===== src/rtl/serial_add_ctrl_if.sv =====
// Bus bundle for the bit-serial adder: operand/start request in,
// busy/done status and the registered result out.
interface serial_add_ctrl_if #(
    parameter int WIDTH = 8
);
    logic             start_in;
    logic [WIDTH-1:0] A_in;
    logic [WIDTH-1:0] B_in;
    logic             C_in;
    logic             busy_out;
    logic             done_out;
    logic [WIDTH-1:0] S_out;
    logic             C_out;

    modport master (
        output start_in, A_in, B_in, C_in,
        input  busy_out, done_out, S_out, C_out
    );

    modport slave (
        input  start_in, A_in, B_in, C_in,
        output busy_out, done_out, S_out, C_out
    );
endinterface


===== src/rtl/serial_add_ctrl.sv =====
// Bit-serial adder controller: adds A + B + Cin one bit per clock, LSB
// first, through a single full-adder cell.
//
// state | meaning
// IDLE  | waiting for start_in; result registers hold the last sum
// RUN   | one operand bit pair added per clock
// DONE  | one-cycle done pulse, result final

module serial_add_fa (
    input  logic a_i,
    input  logic b_i,
    input  logic c_i,
    output logic s_o,
    output logic c_o
);
    assign s_o = a_i ^ b_i ^ c_i;
    assign c_o = (a_i & b_i) | (a_i & c_i) | (b_i & c_i);
endmodule

module serial_add_ctrl #(
    parameter int WIDTH = 8
) (
    input  logic               clk_in,
    input  logic               rst_in,
    serial_add_ctrl_if.slave   bus
);
    localparam int CNT_W = $clog2(WIDTH);

    typedef enum logic [1:0] {
        IDLE = 2'd0,
        RUN  = 2'd1,
        DONE = 2'd2
    } state_t;

    state_t             state_q, state_d;
    logic [WIDTH-1:0]   a_q, a_d;
    logic [WIDTH-1:0]   b_q, b_d;
    logic               cy_q, cy_d;
    logic [CNT_W-1:0]   cnt_q, cnt_d;
    logic [WIDTH-1:0]   s_q, s_d;
    logic               co_q, co_d;

    logic               fa_sum;
    logic               fa_cout;

    serial_add_fa u_fa (
        .a_i (a_q[0]),
        .b_i (b_q[0]),
        .c_i (cy_q),
        .s_o (fa_sum),
        .c_o (fa_cout)
    );

    // Next-state and datapath update; operands are only sampled on the
    // IDLE->RUN edge so later changes on the bus cannot disturb the sum.
    always_comb begin
        state_d = state_q;
        a_d     = a_q;
        b_d     = b_q;
        cy_d    = cy_q;
        cnt_d   = cnt_q;
        s_d     = s_q;
        co_d    = co_q;
        case (state_q)
            IDLE: begin
                if (bus.start_in) begin
                    state_d = RUN;
                    a_d     = bus.A_in;
                    b_d     = bus.B_in;
                    cy_d    = bus.C_in;
                    cnt_d   = '0;
                end
            end
            RUN: begin
                s_d  = {fa_sum, s_q[WIDTH-1:1]};
                cy_d = fa_cout;
                a_d  = a_q >> 1;
                b_d  = b_q >> 1;
                if (cnt_q == CNT_W'(WIDTH - 1)) begin
                    co_d    = fa_cout;
                    state_d = DONE;
                end else begin
                    cnt_d = cnt_q + CNT_W'(1);
                end
            end
            DONE: begin
                state_d = IDLE;
            end
            default: begin
                state_d = IDLE;
            end
        endcase
    end

    // State and datapath registers with synchronous reset.
    always_ff @(posedge clk_in) begin
        if (rst_in) begin
            state_q <= IDLE;
            a_q     <= '0;
            b_q     <= '0;
            cy_q    <= 1'b0;
            cnt_q   <= '0;
            s_q     <= '0;
            co_q    <= 1'b0;
        end else begin
            state_q <= state_d;
            a_q     <= a_d;
            b_q     <= b_d;
            cy_q    <= cy_d;
            cnt_q   <= cnt_d;
            s_q     <= s_d;
            co_q    <= co_d;
        end
    end

    assign bus.busy_out = (state_q != IDLE);
    assign bus.done_out = (state_q == DONE);
    assign bus.S_out    = s_q;
    assign bus.C_out    = co_q;
endmodule


===== src/flat_wrapper.sv =====
// flat-port wrapper written by rule: the top's interface ports become plain ports
module serial_add_ctrl_flat 
#(
    parameter int WIDTH = 8
)
  (clk_in, rst_in, bus_start_in, bus_A_in, bus_B_in, bus_C_in, bus_busy_out, bus_done_out, bus_S_out, bus_C_out);
  serial_add_ctrl_if #(.WIDTH(WIDTH)) bus_i ();
  input  logic clk_in;
  input  logic rst_in;
  input wire logic [$bits(bus_i.start_in)-1:0] bus_start_in;
  input wire logic [$bits(bus_i.A_in)-1:0] bus_A_in;
  input wire logic [$bits(bus_i.B_in)-1:0] bus_B_in;
  input wire logic [$bits(bus_i.C_in)-1:0] bus_C_in;
  output wire logic [$bits(bus_i.busy_out)-1:0] bus_busy_out;
  output wire logic [$bits(bus_i.done_out)-1:0] bus_done_out;
  output wire logic [$bits(bus_i.S_out)-1:0] bus_S_out;
  output wire logic [$bits(bus_i.C_out)-1:0] bus_C_out;
  assign bus_i.start_in = bus_start_in;
  assign bus_i.A_in = bus_A_in;
  assign bus_i.B_in = bus_B_in;
  assign bus_i.C_in = bus_C_in;
  assign bus_busy_out = bus_i.busy_out;
  assign bus_done_out = bus_i.done_out;
  assign bus_S_out = bus_i.S_out;
  assign bus_C_out = bus_i.C_out;
  serial_add_ctrl #(.WIDTH(WIDTH)) u_core (.clk_in(clk_in), .rst_in(rst_in), .bus(bus_i));
endmodule

===== config.mk =====
export PLATFORM = sky130hd
export DESIGN_NAME = serial_add_ctrl_flat
export DESIGN_NICKNAME = d
export VERILOG_FILES = /design/src/rtl/serial_add_ctrl_if.sv /design/src/rtl/serial_add_ctrl.sv /design/src/flat_wrapper.sv
export SDC_FILE = /design/constraint.sdc
export NUM_CORES = 1
export LEC_CHECK = 0
export CAP_MARGIN = 20
export CORE_UTILIZATION = 55
export CTS_CLUSTER_DIAMETER = 50
export DETAILED_ROUTE_END_ITERATION = 16
export DONT_BUFFER_PORTS = 1
export PLACE_DENSITY = 0.7
export REMOVE_ABC_BUFFERS = 1
export SYNTH_ARGS = -nofsm -noshare
export SYNTH_HDL_FRONTEND = slang
export SYNTH_HIERARCHICAL = 1
export SYNTH_SLANG_ARGS = --single-unit

===== constraint.sdc =====
create_clock -name clk_in -period 2.1 [get_ports clk_in]
set_input_delay 0.42 -clock clk_in [delete_from_list [all_inputs] [get_ports clk_in]]
set_output_delay 0.42 -clock clk_in [all_outputs]
set_load 0.02 [all_outputs]

==> impl_metrics.csv <==
group,metric,value,unit
layout,antennaDiodeCount,0,
clock_network,clk_latency,330,ps
drt,ant_nets,0,
placed_design,port_buffers,0,
setup_path,path_class,"flop to flop",
clock_network,cts_buffers,5,
power_and_ir_drop,p_sw,311,µW
synth,ys_types,25,
synth,synthTopCellsByArea,"dfxtp_1 (45%), mux2i_1 (11%), a211oi_2 (9.0%), nand2_1 (5.2%), nor2_1 (4.9%)",
clock_network,path_clk_slew,100,ps
synth,yosys.area.top_type,"dfxtp_1",
power_and_ir_drop,pwr-share-comb,0.108,
sta,relSlewSlack,0.551,
job,maxCapViolations,0,
layout,drive_gt1_frac,0.160,
clock_network,cts_setup_buffers,0,
clock_network,cts_hold_buf,0,
drt,drt_iter0_drc,25,
placed_design,placedInstanceArea,0.00137,mm²
clock_network,cts_max_level,2,
synth,yosysSeqAreaShare,0.449,
power_and_ir_drop,clockPowerShare,0.382,
sta,finalSetupViolCount,0,
clock_network,root_buffer,"clkbuf_4",
power_and_ir_drop,p_leak,0.541,nW
placed_design,post-dp-hpwl,1.60,mm
setup_path,start_kind,"flop",
clock_network,tritoncts,"built",
layout,fillCellCount,204,
floorplanning,core_area,0.00230,mm²
layout,finalInstanceArea,0.00146,mm²
sta,tightest_slew,674,ps
floorplanning,die-area,0.00272,mm²
synth,syn_avg_cell_area,9.67,µm²
sta,fin_crit_sh,0.832,
setup_path,regToRegSetupSlack,350,ps
global_route,first_global_vias,887,
power_and_ir_drop,pwr_density_cell,880,mW/mm²
synth,syn_area,0.00138,mm²
global_route,track_usage,0.207,
layout,area_delta_synth_final,5.25,%
drt,drc,0,
drt,wl,2.38,mm
sta,skew,9.64,ps
floorplanning,row_count,17,
floorplanning,start_util,0.602,
sta,hold_viol_final,0,
power_and_ir_drop,vdd_drop_max,0.000592,V
synth,syn_inst,143,
sta,drv_slew,0,
sta,fin_tns_setup,0,ps
clock_network,post_cts_resized,0,
layout,finalCoreUtilization,0.633,
layout,stdcell_count,172,
setup_path,endpoint_kind,"flop",
synth,synth.top_cell.area_share,0.449,
setup_path,cp_max_fo,30,
global_route,antenna_found_initial,0,
setup_path,required,2350,ps
synth,yosys_warnings,6,
power_and_ir_drop,p_sw_frac,0.243,
drt,route.vias.total,951,
layout,mostFrequentLayoutCells,"dfxtp_1 (31), nand2_1 (19), nor2_1 (18)",
global_route,grt_pass1_wl,3.96,mm
power_and_ir_drop,p_int,969,µW
synth,ys_ff_latch,31,
layout,final_common_cell,"dfxtp_1",
outcome,status,"finished, final reports clean",
power_and_ir_drop,finalPower,1.28,mW
placed_design,dp_cells,164,
min_path,hold_path.class,"input port to flop",
drt,drtPass1Iterations,4,
sta,fmaxAchievable,0.572,GHz
clock_network,clockBufferDepth,2,
layout,finalNetCount,166,
floorplanning,boundaryPins,31,
drt,via_per_inst,5.53,
setup_path,arrival,2000,ps
global_route,overflow,0,
sta,finalCriticalPeriod,1750,ps
drt,wl_per_cell,13.8,µm
floorplanning,die_w,52.1,µm
sta,grt_setup_unrepaired,"no",
clock_network,clock-sinks,31,
placed_design,gp_congestion,0.670,
power_and_ir_drop,power_frac_seq,0.510,
global_route,grt_max_degree,33,
floorplanning,die_h,52.1,µm
==> flip-flops by register name, summed over array words and instances (netlist names) <==
| signal | flops |
|---|---|
| u_core/a_q | 8 |
| u_core/b_q | 8 |
| u_core/bus.S_out | 8 |
| u_core/cnt_q | 3 |
| u_core/state_q | 2 |
| u_core/bus.C_out | 1 |
| u_core/cy_q | 1 |
==> metal layers <==
layer,vias up,GRT usage,routed length [µm]
li1,495,-,-
met1,417,0.250,1100
met2,33,0.303,1050
met3,6,0.0994,187
met4,0,0.105,46
met5,-,0,0
==> worst max-delay path, stage by stage, from the launching register on <==
cell	delay, ps
dfxtp_1	640
o21ba_2	670
nor2_1	130
a211oi_2	220
==> through the flow <==
step | worst slack, ps | hold slack [ps]
final | 353 | 137
after global placement | 519 | 455
after global routing | 151 | 106
after floorplan | 258 | 445
after detailed placement | 394 | 462
after CTS | 361 | 123
==> cell families (layout without fill, tap and decap cells) <==
kind of cell    Yosys count  count (layout)  synth area share
flops                    31              31             0.449
compound gates           33              33             0.195
simple gates             48              48             0.155
buf+inv                  13              14            0.0597
fa+ha+maj                 3               3            0.0326
mux                      15              15             0.109
==> power by group through the flow <==
stage	Sequential, mW	Clock (mW)	Combinational (mW)
after global placement	0.665	0	0.133
after floorplan	0.667	0	0.109
final	0.653	0.489	0.139
after detailed placement	0.667	0	0.139
after CTS	0.653	0.498	0.139
after global routing	0.660	0.531	0.154
==> Yosys cell counts <==
library cell  instances
a211oi_1              5
a211oi_2             10
a21oi_1              10
a32oi_1               2
buf_1                 2
buf_12                1
buf_2                 5
buf_4                 1
buf_6                 1
dfxtp_1              31
fa_1                  1
ha_1                  2
inv_1                 3
mux2i_1              15
nand2_1              19
nand2b_1              5
nand3_1               1
nor2_1               18
nor2b_1               3
nor3_1                1
nor4b_2               1
o21ai_1               3
o21ba_2               1
o21bai_1              1
o31ai_1               1
==> final timing paths <==
check                                 start                            to  cells past startpoint
max reg2reg  u_core/state_q[0]$_SDFFE_PP0P_    u_core/a_q[0]$_SDFFE_PP0P_                      3
min reg2reg    u_core/cnt_q[2]$_SDFFE_PP0P_  u_core/cnt_q[2]$_SDFFE_PP0P_                      2
max          u_core/state_q[0]$_SDFFE_PP0P_    u_core/a_q[0]$_SDFFE_PP0P_                      3
min                                  rst_in      u_core/cy_q$_SDFFE_PP0P_                      1
==> final cells by class <==
type                       instances  area [µm²]  share of cell area
timing repair buffer               3        22.5              0.0155
multi-input combinational         99         679               0.467
sequential                        31         621               0.426
clock buffer                       6        51.3              0.0353
tap                               28        35.0              0.0241
inverter                           3        11.3             0.00774
clock inverter                     2        35.0              0.0241
Note: power is estimated with default switching activity, not from simulation.
